===== src/rtl/gb_cpu_common_pkg.sv =====
// ---------------------------------------------------------------------------
// gb_cpu_common_pkg
// Shared register-file types for the Game Boy CPU core.
//   regfile_r8_t  : 8-bit register selector (also indexes regfile_t)
//   regfile_r16_t : 16-bit register-pair selector
//   regfile_t     : full register-file contents, one byte per regfile_r8_t
//   getRegisterHigh / getRegisterLow : map a pair to its high/low byte
// ---------------------------------------------------------------------------
package gb_cpu_common_pkg;

    typedef enum logic [3:0] {
        REG_B,
        REG_C,
        REG_D,
        REG_E,
        REG_H,
        REG_L,
        REG_A,
        REG_F,
        REG_IR,
        REG_IE,
        REG_TMP_L,
        REG_TMP_H,
        REG_SP_L,
        REG_SP_H,
        REG_PC_L,
        REG_PC_H
    } regfile_r8_t;

    typedef enum logic [2:0] {
        REG_BC,
        REG_DE,
        REG_HL,
        REG_AF,
        REG_SP,
        REG_PC,
        REG_TMP
    } regfile_r16_t;

    typedef logic [15:0][7:0] regfile_t;

    function automatic regfile_r8_t getRegisterHigh(input regfile_r16_t pair);
        regfile_r8_t r;
        case (pair)
            REG_BC:  r = REG_B;
            REG_DE:  r = REG_D;
            REG_HL:  r = REG_H;
            REG_AF:  r = REG_A;
            REG_SP:  r = REG_SP_H;
            REG_PC:  r = REG_PC_H;
            default: r = REG_TMP_H;
        endcase
        return r;
    endfunction

    function automatic regfile_r8_t getRegisterLow(input regfile_r16_t pair);
        regfile_r8_t r;
        case (pair)
            REG_BC:  r = REG_C;
            REG_DE:  r = REG_E;
            REG_HL:  r = REG_L;
            REG_AF:  r = REG_F;
            REG_SP:  r = REG_SP_L;
            REG_PC:  r = REG_PC_L;
            default: r = REG_TMP_L;
        endcase
        return r;
    endfunction

endpackage


===== src/rtl/gb_cpu_bus_ctrl_if.sv =====
// ---------------------------------------------------------------------------
// gb_cpu_bus_ctrl_if
// Bundle of the request handshake, external memory bus and register-file
// write-back port of the CPU bus sequencer.
//   slave  : the sequencer side (gb_cpu_bus_ctrl)
//   master : the control unit / memory / register-file side
// ---------------------------------------------------------------------------
interface gb_cpu_bus_ctrl_if;
    import gb_cpu_common_pkg::*;

    // request from the control unit
    logic         req_valid;
    logic         req_write;
    regfile_r16_t req_addr_sel;
    regfile_r8_t  req_data_sel;
    regfile_r8_t  req_dest;
    logic         req_ready;

    // external bus
    logic [15:0]  bus_addr;
    logic [7:0]   bus_wdata;
    logic         bus_rd;
    logic         bus_wr;
    logic [7:0]   bus_rdata;

    // register-file write-back and status
    regfile_r8_t  data_bus_req;
    logic [7:0]   data_bus_data;
    logic         data_bus_wren;
    logic         done;
    logic         dest_err;

    modport slave (
        input  req_valid, req_write, req_addr_sel, req_data_sel, req_dest,
        input  bus_rdata,
        output req_ready,
        output bus_addr, bus_wdata, bus_rd, bus_wr,
        output data_bus_req, data_bus_data, data_bus_wren, done, dest_err
    );

    modport master (
        output req_valid, req_write, req_addr_sel, req_data_sel, req_dest,
        output bus_rdata,
        input  req_ready,
        input  bus_addr, bus_wdata, bus_rd, bus_wr,
        input  data_bus_req, data_bus_data, data_bus_wren, done, dest_err
    );

endinterface


===== src/rtl/gb_cpu_bus_ctrl.sv =====
// ---------------------------------------------------------------------------
// gb_cpu_bus_ctrl
// Memory-bus sequencer: turns one access request per m-cycle into a
// four-T-cycle external bus transaction and returns read bytes to the
// register file.
// Ports:
//   clk       : T-cycle clock, all state changes on posedge
//   reset     : synchronous, active-high
//   registers : current register-file contents (address/data operands)
//   bus_if    : slave side of gb_cpu_bus_ctrl_if (request, bus, write-back)
//
// state | meaning
// ------+-------------------------------------------------------------
// IDLE  | no transaction; ready for a request
// T1    | address driven, strobes low
// T2    | read or write strobe high
// T3    | strobe high; read data sampled on the edge leaving T3
// T4    | strobes low, done / write-back pulse; ready for next request
// ---------------------------------------------------------------------------
module gb_cpu_bus_ctrl
    import gb_cpu_common_pkg::*;
(
    input  logic              clk,
    input  logic              reset,
    input  regfile_t          registers,
    gb_cpu_bus_ctrl_if.slave  bus_if
);

    typedef enum logic [2:0] {
        IDLE,
        T1,
        T2,
        T3,
        T4
    } state_t;

    state_t      state_q;
    logic [15:0] bus_addr_q;
    logic [7:0]  wdata_lat_q;
    logic        write_q;
    regfile_r8_t dest_q;

    logic        bus_rd_q;
    logic        bus_wr_q;
    logic [7:0]  bus_wdata_q;
    regfile_r8_t data_bus_req_q;
    logic [7:0]  data_bus_data_q;
    logic        data_bus_wren_q;
    logic        done_q;
    logic        dest_err_q;

    // Operands as they stand on the accepting edge; latched so later
    // register-file writes cannot disturb the transaction in flight.
    logic [15:0] acc_addr_d;
    logic [7:0]  acc_wdata_d;
    logic        dest_legal_d;

    assign acc_addr_d   = {registers[getRegisterHigh(bus_if.req_addr_sel)],
                           registers[getRegisterLow(bus_if.req_addr_sel)]};
    assign acc_wdata_d  = registers[bus_if.req_data_sel];
    assign dest_legal_d = (dest_q == REG_IR) || (dest_q == REG_TMP_L) ||
                          (dest_q == REG_TMP_H);

    always_ff @(posedge clk) begin
        if (reset) begin
            state_q         <= IDLE;
            bus_addr_q      <= '0;
            wdata_lat_q     <= '0;
            write_q         <= 1'b0;
            dest_q          <= REG_IR;
            bus_rd_q        <= 1'b0;
            bus_wr_q        <= 1'b0;
            bus_wdata_q     <= '0;
            data_bus_req_q  <= REG_IR;
            data_bus_data_q <= '0;
            data_bus_wren_q <= 1'b0;
            done_q          <= 1'b0;
            dest_err_q      <= 1'b0;
        end else begin
            // single-cycle pulses default low, raised only entering T4
            done_q          <= 1'b0;
            data_bus_wren_q <= 1'b0;
            dest_err_q      <= 1'b0;

            case (state_q)
                IDLE, T4: begin
                    bus_rd_q    <= 1'b0;
                    bus_wr_q    <= 1'b0;
                    bus_wdata_q <= '0;
                    if (bus_if.req_valid) begin
                        bus_addr_q  <= acc_addr_d;
                        wdata_lat_q <= acc_wdata_d;
                        write_q     <= bus_if.req_write;
                        dest_q      <= bus_if.req_dest;
                        state_q     <= T1;
                    end else begin
                        state_q     <= IDLE;
                    end
                end
                T1: begin
                    bus_rd_q    <= ~write_q;
                    bus_wr_q    <= write_q;
                    bus_wdata_q <= write_q ? wdata_lat_q : 8'h00;
                    state_q     <= T2;
                end
                T2: begin
                    state_q <= T3;
                end
                T3: begin
                    bus_rd_q    <= 1'b0;
                    bus_wr_q    <= 1'b0;
                    bus_wdata_q <= '0;
                    done_q      <= 1'b1;
                    if (!write_q) begin
                        data_bus_data_q <= bus_if.bus_rdata;
                        if (dest_legal_d) begin
                            data_bus_wren_q <= 1'b1;
                            data_bus_req_q  <= dest_q;
                        end else begin
                            dest_err_q <= 1'b1;
                        end
                    end
                    state_q <= T4;
                end
                default: begin
                    state_q <= IDLE;
                end
            endcase
        end
    end

    // Ready depends on state only so the control unit can sample it
    // without a combinational loop through req_valid.
    assign bus_if.req_ready     = (state_q == IDLE) || (state_q == T4);
    assign bus_if.bus_addr      = bus_addr_q;
    assign bus_if.bus_wdata     = bus_wdata_q;
    assign bus_if.bus_rd        = bus_rd_q;
    assign bus_if.bus_wr        = bus_wr_q;
    assign bus_if.data_bus_req  = data_bus_req_q;
    assign bus_if.data_bus_data = data_bus_data_q;
    assign bus_if.data_bus_wren = data_bus_wren_q;
    assign bus_if.done          = done_q;
    assign bus_if.dest_err      = dest_err_q;

endmodule


===== src/flat_wrapper.sv =====
// flat-port wrapper written by rule: the top's interface ports become plain ports
module gb_cpu_bus_ctrl_flat import gb_cpu_common_pkg::*;
  (clk, reset, registers, bus_if_req_valid, bus_if_req_write, bus_if_req_addr_sel, bus_if_req_data_sel, bus_if_req_dest, bus_if_bus_rdata, bus_if_req_ready, bus_if_bus_addr, bus_if_bus_wdata, bus_if_bus_rd, bus_if_bus_wr, bus_if_data_bus_req, bus_if_data_bus_data, bus_if_data_bus_wren, bus_if_done, bus_if_dest_err);
  gb_cpu_bus_ctrl_if bus_if_i ();
  input  logic clk;
  input  logic reset;
  input  regfile_t registers;
  input wire logic [$bits(bus_if_i.req_valid)-1:0] bus_if_req_valid;
  input wire logic [$bits(bus_if_i.req_write)-1:0] bus_if_req_write;
  input wire logic [$bits(bus_if_i.req_addr_sel)-1:0] bus_if_req_addr_sel;
  input wire logic [$bits(bus_if_i.req_data_sel)-1:0] bus_if_req_data_sel;
  input wire logic [$bits(bus_if_i.req_dest)-1:0] bus_if_req_dest;
  input wire logic [$bits(bus_if_i.bus_rdata)-1:0] bus_if_bus_rdata;
  output wire logic [$bits(bus_if_i.req_ready)-1:0] bus_if_req_ready;
  output wire logic [$bits(bus_if_i.bus_addr)-1:0] bus_if_bus_addr;
  output wire logic [$bits(bus_if_i.bus_wdata)-1:0] bus_if_bus_wdata;
  output wire logic [$bits(bus_if_i.bus_rd)-1:0] bus_if_bus_rd;
  output wire logic [$bits(bus_if_i.bus_wr)-1:0] bus_if_bus_wr;
  output wire logic [$bits(bus_if_i.data_bus_req)-1:0] bus_if_data_bus_req;
  output wire logic [$bits(bus_if_i.data_bus_data)-1:0] bus_if_data_bus_data;
  output wire logic [$bits(bus_if_i.data_bus_wren)-1:0] bus_if_data_bus_wren;
  output wire logic [$bits(bus_if_i.done)-1:0] bus_if_done;
  output wire logic [$bits(bus_if_i.dest_err)-1:0] bus_if_dest_err;
  assign bus_if_i.req_valid = bus_if_req_valid;
  assign bus_if_i.req_write = bus_if_req_write;
  assign bus_if_i.req_addr_sel = bus_if_req_addr_sel;
  assign bus_if_i.req_data_sel = bus_if_req_data_sel;
  assign bus_if_i.req_dest = bus_if_req_dest;
  assign bus_if_i.bus_rdata = bus_if_bus_rdata;
  assign bus_if_req_ready = bus_if_i.req_ready;
  assign bus_if_bus_addr = bus_if_i.bus_addr;
  assign bus_if_bus_wdata = bus_if_i.bus_wdata;
  assign bus_if_bus_rd = bus_if_i.bus_rd;
  assign bus_if_bus_wr = bus_if_i.bus_wr;
  assign bus_if_data_bus_req = bus_if_i.data_bus_req;
  assign bus_if_data_bus_data = bus_if_i.data_bus_data;
  assign bus_if_data_bus_wren = bus_if_i.data_bus_wren;
  assign bus_if_done = bus_if_i.done;
  assign bus_if_dest_err = bus_if_i.dest_err;
  gb_cpu_bus_ctrl u_core (.clk(clk), .reset(reset), .registers(registers), .bus_if(bus_if_i));
endmodule

===== config.mk =====
export PLATFORM = sky130hd
export DESIGN_NAME = gb_cpu_bus_ctrl_flat
export DESIGN_NICKNAME = d
export VERILOG_FILES = /design/src/rtl/gb_cpu_common_pkg.sv /design/src/rtl/gb_cpu_bus_ctrl_if.sv /design/src/rtl/gb_cpu_bus_ctrl.sv /design/src/flat_wrapper.sv
export SDC_FILE = /design/constraint.sdc
export NUM_CORES = 1
export LEC_CHECK = 0
export CORE_MARGIN = 5
export CORE_UTILIZATION = 35
export CTS_CLUSTER_DIAMETER = 120
export DETAILED_ROUTE_END_ITERATION = 12
export HOLD_SLACK_MARGIN = 0.06
export PLACE_DENSITY_LB_ADDON = 0.25
export RECOVER_POWER = 50
export SYNTH_ARGS = -nofsm -noshare
export SYNTH_HDL_FRONTEND = slang
export SYNTH_SLANG_ARGS = --single-unit

===== constraint.sdc =====
create_clock -name clk -period 3.3 [get_ports clk]
set_input_delay 0.495 -clock clk [delete_from_list [all_inputs] [get_ports clk]]
set_output_delay 0.495 -clock clk [all_outputs]
set_load 0.01 [all_outputs]

==> results of run 1 <==
## cells in the final DEF (no fill, tap or decap), types with 7 or more instances in the layout
master and instances:
sky130_fd_sc_hd__nand3b_1 19, sky130_fd_sc_hd__clkdlybuf4s50_1 159, sky130_fd_sc_hd__nand2_1 37, sky130_fd_sc_hd__dfxtp_1 57
sky130_fd_sc_hd__buf_4 7, sky130_fd_sc_hd__a22oi_1 8, sky130_fd_sc_hd__nor2b_1 8, sky130_fd_sc_hd__mux2i_1 42
sky130_fd_sc_hd__a211oi_1 8, sky130_fd_sc_hd__nor2_1 38, sky130_fd_sc_hd__dlygate4sd3_1 28, sky130_fd_sc_hd__o21ai_0 18
sky130_fd_sc_hd__clkbuf_16 9, sky130_fd_sc_hd__nor3_1 7, sky130_fd_sc_hd__a21oi_1 16, sky130_fd_sc_hd__mux4_2 44
## power breakdown
| part | internal [W] | switching, W |
|---|---|---|
| clock | 0.000701 | 0.000314 |
| combinational | 0.000374 | 0.000258 |
| sequential | 0.000735 | 0.0000340 |
## how the worst max path moves through the flow
stage | from | slack [ns] | depth (start not counted) | endpoint
floorplan | bus_if_req_data_sel[2] | 1.41 | 5 | u_core.wdata_lat_q[0]
global placement | bus_if_req_data_sel[3] | 0.93 | 5 | u_core.wdata_lat_q[5]
detailed placement | bus_if_req_data_sel[3] | 0.86 | 5 | u_core.wdata_lat_q[2]
CTS | bus_if_req_data_sel[3] | 1.18 | 5 | u_core.wdata_lat_q[5]
global route | reset | 0.85 | 4 | u_core.wdata_lat_q[1]
finish | reset | 1.06 | 4 | u_core.bus_if.bus_addr[2]
## kinds of logic (layout without fill, tap and decap cells)
group,count (synthesis),in the layout,share of synthesized area
AO/OA/AOI/OAI,75,75,0.127
buffers and inverters,44,218,0.0566
XOR/XNOR,1,1,0.00223
AND/OR/NAND/NOR,128,128,0.163
multiplexers,87,87,0.362
flip-flops,57,57,0.290
## sequential cells by signal (all words and copies together), names as in the netlist
signal / cells
u_core.bus_if.bus_addr: 16
u_core.bus_if.bus_rd: 1
u_core.bus_if.bus_wdata: 8
u_core.bus_if.bus_wr: 1
u_core.bus_if.data_bus_data: 8
u_core.bus_if.data_bus_req: 4
u_core.bus_if.data_bus_wren: 1
u_core.bus_if.dest_err: 1
u_core.bus_if.done: 1
u_core.dest_q: 4
u_core.state_q: 3
u_core.wdata_lat_q: 8
u_core.write_q: 1
## metal layers
metal  wire length, um  GRT usage
met3              1290     0.0559
met2              7010      0.366
met4               233     0.0642
met5                 0          0
met1              5600      0.256
## layout make-up
class,instances,area share
Multi-Input combinational cell,291,0.417
Timing Repair Buffer,201,0.316
Sequential cell,57,0.184
Clock buffer,12,0.0414
Tap cell,140,0.0283
Clock inverter,4,0.0121
Inverter,1,0.000606
## metrics by stage
stage                     total power [W]  instances  worst slack (ns)  instance area (um^2)  hold WS, ns
after floorplan                   0.00110        392              1.41                  3940        0.430
after global placement            0.00141        690             0.931                  5870        0.430
after detailed placement          0.00142        690             0.864                  5870        0.441
after CTS                         0.00245        706              1.18                  6200        0.452
after global routing              0.00252        706             0.854                  6190        0.472
final                             0.00242        706              1.06                  6190        0.445
==> metrics.md, run 1 <==
| Metric | Value |
|---|---|
| Outcome | `complete, but fails checks` |
| Failing checks | `max-capacitance violations, max-slew violations` |
| Highest cell delay on the worst timing path | `1.17 ns` |
| Number of buffers inserted by post-CTS setup repair | `0` |
| Worst-case headroom to the max-slew limit | `-0.0300` |
| Area enclosed by the die boundary | `0.0135 mm^2` |
| Post-synthesis cell type with the largest combined area | `sky130_fd_sc_hd__dfxtp_1` |
| Net total in the final layout | `712` |
| DR pass1 iterations | `5` |
| Worst flop-to-flop path endpoint | `u_core.bus_if.data_bus_req[0]` |
| Count of routing violations after the opening detailed-route iteration | `229` |
| Largest delay share family, worst path | `buffers and inverters` |
| GRT Overall Usage | `0.211` |
| Worst setup skew after layout | `0.00795 ns` |
| Setup-failing EPs final | `0` |
| Critical Path End Type | `flip-flop` |
| Power density over cell area | `390 mW/mm^2` |
| Diode count | `0` |
| Latest clock arrival within the worst-skew pair | `0.32 ns` |
| Fillers | `990` |
| R2r startpoint | `u_core.state_q[1]` |
| Hold_sp | `u_core.bus_if.data_bus_req[3]` |
| Routability-driven placement congestion ratio | `0.971` |
| Die height | `116 um` |
| Number of clock sinks | `57` |
| Worst setup slack for register-to-register paths | `1.40 ns` |
| Number of buffers added on ports | `192` |
| Cell variety after synth | `39` |
| Count of state elements after synthesis | `57` |
| Sequence of cells on the critical path | `buf_2, clkbuf_1, nand3b_1, o31ai_1` |
| Flip-flop cell with the highest count after synthesis | `sky130_fd_sc_hd__dfxtp_1` |
| Number of levels the H-tree was split into | `3` |
| Hold-critical path endpoint | `u_core.bus_if.data_bus_req[3]` |
| Tmin final | `2.24 ns` |
| Number of DRC violations after detailed routing | `0` |
| Pleak | `2.33 nW` |
| Row Count | `38` |
| Number of stages on the worst hold path | `1` |
| Max Clock Freq | `447 MHz` |
| Number of endpoints with negative hold slack in the final report | `0` |
| Maximum number of pins on one net before global-route repair | `37` |
| Routed length per placed instance | `20.0 um` |
| Grt total ovfl | `0` |
| Top cell type's share of synthesized area | `0.290` |
| CP Class | `in2reg` |
| Initial antenna violation count | `0` |
| Number of flops mapped to enable cells by yosys | `0` |
| Setup repair after global routing missed its margin | `no` |
| Total negative slack for setup checks | `0 ns` |
| Sequential cell area | `0.00114 mm^2` |
| Max Root-Sink Buffers | `2` |
| Via density per instance | `5.55` |
| Data required time of the worst path | `3.44 ns` |
| Routed Antenna Nets | `0` |
| Area added between synthesis and finish | `57.3%` |
| Core area | `0.0109 mm^2` |
| Maximum vdd drop | `0.000246 V` |
| Number of gates resized after cts | `0` |
| Top cells by instance count after synthesis | `sky130_fd_sc_hd__dfxtp_1 (57), sky130_fd_sc_hd__mux4_2 (44), sky130_fd_sc_hd__mux2i_1 (42), sky130_fd_sc_hd__nor2_1 (38), sky130_fd_sc_hd__nand2_1 (37)` |
| Post-synthesis instance area | `0.00394 mm^2` |
| Number of primary I/O pins | `193` |
| Share of synthesized area occupied by flip-flops and latches | `0.290` |
| Via count of the routed design | `3918` |
| HPWL after detailed placement | `11300 um` |
| TritonCTS clock tree | `done` |
| Quantity of hold-fixing buffers added after cts | `0` |
| First-pass GRT wire length | `21800 um` |
| Count leader, synth | `sky130_fd_sc_hd__dfxtp_1` |
| Type of element launching the critical path | `input port` |
| Root Buffer | `sky130_fd_sc_hd__clkbuf_16` |
| Inserted Clock Buffers | `9` |
| Gate Count Post-Synth | `392` |
| Layout cell share with drive strength beyond 1 | `0.133` |
| Die Wd | `116 um` |
| Tightest Pin Transition | `1.55 ns` |
| Slowest stage cell on the critical path | `sky130_fd_sc_hd__clkbuf_1` |
| Multi-input gate area | `0.00258 mm^2` |
| Mean Syn Cell Area | `10.0 um^2` |
| Synthesis warning total | `0` |
| DRT Wirelength | `14100 um` |
| Max-cap viol count | `1` |
| Reg clk slew, reported paths | `0.05 ns` |
| Number of pins with negative max-slew slack in the final report | `37` |
| Signal arrival time at the worst endpoint | `2.38 ns` |
| Count of buffer and inverter cells on the critical path | `2` |
| Post-layout utilization of the core | `0.566` |
| Number of global-route vias before repair | `4106` |
| Maximum fanout count along the critical path | `36` |
| Initial Util | `0.360` |
| Area contributors post-synth | `sky130_fd_sc_hd__dfxtp_1 (29%), sky130_fd_sc_hd__mux4_2 (25%), sky130_fd_sc_hd__mux2i_1 (11%)` |
| Syn nets | `543` |
| Share of the clock period used by the worst path | `0.678` |
| Number of cell instances on the worst register-to-register path | `5` |
| Share of synthesized registers carrying an async set or reset | `0` |
| Kind of path behind the tightest hold check | `reg2reg` |
Power figures use the tool's default switching activity.
==> run 2, diff against run 1 <==
- clock period: 3.3 -> 1.9 ns (I/O delays scaled with it)
==> run 2 against run 1 <==
The run now ends clean. Combinational power grew 85%. Via count up 1.8%. Critical path depth down 1. First-iteration DRC count up 7.9%. Wire length shrank 0.20%. Count of clock-buffer cells in the layout decreased by 1. Die area unchanged. Final area grew 3.2%. Sequential share of layout area fell by 0.57 points. Worst hold slack lost 0.12 ns. Critical path type is now reg2out. Critical endpoint is now bus_if_req_ready.
==> metrics.md, run 2 (synthesis results as in run 1) <==
| Metric | Value |
|---|---|
| Outcome | `completed` |
| Routability-driven placement congestion ratio | `0.879` |
| Latest clock arrival within the worst-skew pair | `0.32 ns` |
| Number of pins with negative max-slew slack in the final report | `0` |
| Routed length per placed instance | `19.4 um` |
| Post-layout utilization of the core | `0.584` |
| Area added between synthesis and finish | `62.3%` |
| Maximum vdd drop | `0.000585 V` |
| DR pass1 iterations | `5` |
| Die height | `116 um` |
| Flip-flop count of the largest register, all copies and words added | `16` |
| Setup repair after global routing missed its margin | `no` |
| Number of stages on the worst hold path | `2` |
| Share of the clock period used by the worst path | `0.933` |
| Sequential fraction of design power | `0.313` |
| Routed Antenna Nets | `0` |
| Row Count | `38` |
| Number of buffers added on ports | `192` |
| Number of buffers inserted by post-CTS setup repair | `0` |
| Initial antenna violation count | `0` |
| Switching power | `0.00105 W` |
| Number of levels the H-tree was split into | `3` |
| Count of routing violations after the opening detailed-route iteration | `247` |
| Die Wd | `116 um` |
| Signal arrival time at the worst endpoint | `1.49 ns` |
| Area enclosed by the die boundary | `0.0135 mm^2` |
| Pleak | `2.44 nW` |
| Data required time of the worst path | `1.62 ns` |
| Number of gates resized after cts | `0` |
| Setup-failing EPs final | `0` |
| Number of global-route vias before repair | `4384` |
| Clock network power share | `0.411` |
| Grt total ovfl | `0` |
| Worst setup skew after layout | `0.00373 ns` |
| Number of DRC violations after detailed routing | `0` |
| Leading cell types in the layout, fill and taps excluded | `sky130_fd_sc_hd__clkdlybuf4s50_1 (168), sky130_fd_sc_hd__dfxtp_1 (57), sky130_fd_sc_hd__mux4_2 (44)` |
| Quantity of hold-fixing buffers added after cts | `0` |
| Diode count | `0` |
| Core area | `0.0109 mm^2` |
| Number of cell instances on the worst register-to-register path | `5` |
| CP Class | `reg2out` |
| Inserted Clock Buffers | `9` |
| Initial Util | `0.360` |
| Via density per instance | `5.49` |
| HPWL after detailed placement | `11800 um` |
| Reg clk slew, reported paths | `0.05 ns` |
| Number of clock sinks | `57` |
| Number of primary I/O pins | `193` |
| DRT Wirelength | `14100 um` |
| Tmin final | `1.77 ns` |
| Most common library cell in the layout ignoring fill and taps | `sky130_fd_sc_hd__clkdlybuf4s50_1` |
| Worst flop-to-flop path endpoint | `u_core.wdata_lat_q[7]` |
| Hold-critical path endpoint | `u_core.bus_if.bus_addr[4]` |
| R2r startpoint | `u_core.state_q[1]` |
| Type of element launching the critical path | `flip-flop` |
| Worst setup slack for register-to-register paths | `0.17 ns` |
| Max Root-Sink Buffers | `2` |
| Share of total power in combinational logic | `0.275` |
| Net total in the final layout | `733` |
| Critical Path End Type | `output port` |
| First-pass GRT wire length | `22500 um` |
| Layout cell share with drive strength beyond 1 | `0.167` |
| Root Buffer | `sky130_fd_sc_hd__clkbuf_16` |
| TritonCTS clock tree | `done` |
| GRT Overall Usage | `0.216` |
| Hold_sp | `reset` |
| Internal | `0.00319 W` |
| Number of endpoints with negative hold slack in the final report | `0` |
| Maximum fanout count along the critical path | `7` |
| Worst-case headroom to the max-slew limit | `0.691` |
| Maximum number of pins on one net before global-route repair | `36` |
| Via count of the routed design | `3989` |
| Power density over cell area | `664 mW/mm^2` |
| Fin cells | `727` |
| Tightest Pin Transition | `0.452 ns` |
| Switching portion of total power | `0.248` |
| Max-cap viol count | `0` |
| Max Clock Freq | `564 MHz` |
| Kind of path behind the tightest hold check | `in2reg` |
| Cells after DPL | `711` |
## run 2: cell count changes in the layout (fill, tap and decap cells not counted)
cell                              delta
sky130_fd_sc_hd__buf_4              +18
sky130_fd_sc_hd__clkdlybuf4s50_1     +9
sky130_fd_sc_hd__dlygate4sd3_1       -9
sky130_fd_sc_hd__buf_12              +3
sky130_fd_sc_hd__clkbuf_1            -3
sky130_fd_sc_hd__clkbuf_2            +2
sky130_fd_sc_hd__clkinv_2            +2
sky130_fd_sc_hd__clkinvlp_4          -1
sky130_fd_sc_hd__mux2_1              +1
sky130_fd_sc_hd__mux2_2              -1
## run 2: final cells by class
| cell class | instances | area [um^2] |
|---|---|---|
| multi-input combinational | 291 | 2580 |
| clock buffer | 11 | 253 |
| timing repair buffer | 222 | 2150 |
| fill | 924 | 4550 |
| clock inverter | 5 | 77.6 |
| tap | 140 | 175 |
| sequential | 57 | 1140 |
| inverter | 1 | 3.75 |
## run 2: metal layers
metal	vias up	wire, um	GRT usage
li1	1884	-	-
met1	1874	5700	0.267
met2	200	6790	0.359
met3	31	1220	0.0606
met4	0	395	0.0797
met5	-	0	0
## run 2: stage by stage
stage	area (um^2)	hold WS [ns]	total power [W]	setup slack, ns	setup TNS (ns)
after detailed placement	6060	0.445	0.00253	-0.200	-1.12
final	6390	0.323	0.00424	0.128	0
after global placement	6060	0.431	0.00252	-0.0652	-0.465
after CTS	6390	0.299	0.00429	0.113	0
after floorplan	3940	0.409	0.00191	0.215	0
after global routing	6390	0.320	0.00444	0.0363	0
## run 2: how the worst max path moves through the flow
stage,start,to,slack [ns],depth (start not counted)
after floorplan,bus_if_req_data_sel[2],u_core.wdata_lat_q[0],0.22,5
after global placement,bus_if_req_valid,u_core.bus_if.bus_addr[7],-0.07,5
after detailed placement,bus_if_req_data_sel[3],u_core.wdata_lat_q[7],-0.20,6
after CTS,u_core.state_q[1],bus_if_req_ready,0.11,3
after global routing,u_core.state_q[1],u_core.wdata_lat_q[7],0.04,5
final,u_core.state_q[1],bus_if_req_ready,0.13,3
## run 2: worst max-delay path, cell delays in order (launching register included)
cell                              delay [ns]
sky130_fd_sc_hd__dfxtp_1                0.33
sky130_fd_sc_hd__buf_4                  0.17
sky130_fd_sc_hd__nor2_1                 0.11
sky130_fd_sc_hd__clkdlybuf4s50_1        0.56
## run 2: power groups by stage
| stage | combinational, W | clock (W) | sequential, W |
|---|---|---|---|
| after floorplan | 0.000555 | 0 | 0.00136 |
| after global placement | 0.00117 | 0 | 0.00135 |
| after detailed placement | 0.00118 | 0 | 0.00135 |
| after CTS | 0.00118 | 0.00178 | 0.00133 |
| after global routing | 0.00126 | 0.00184 | 0.00134 |
| final | 0.00117 | 0.00175 | 0.00133 |
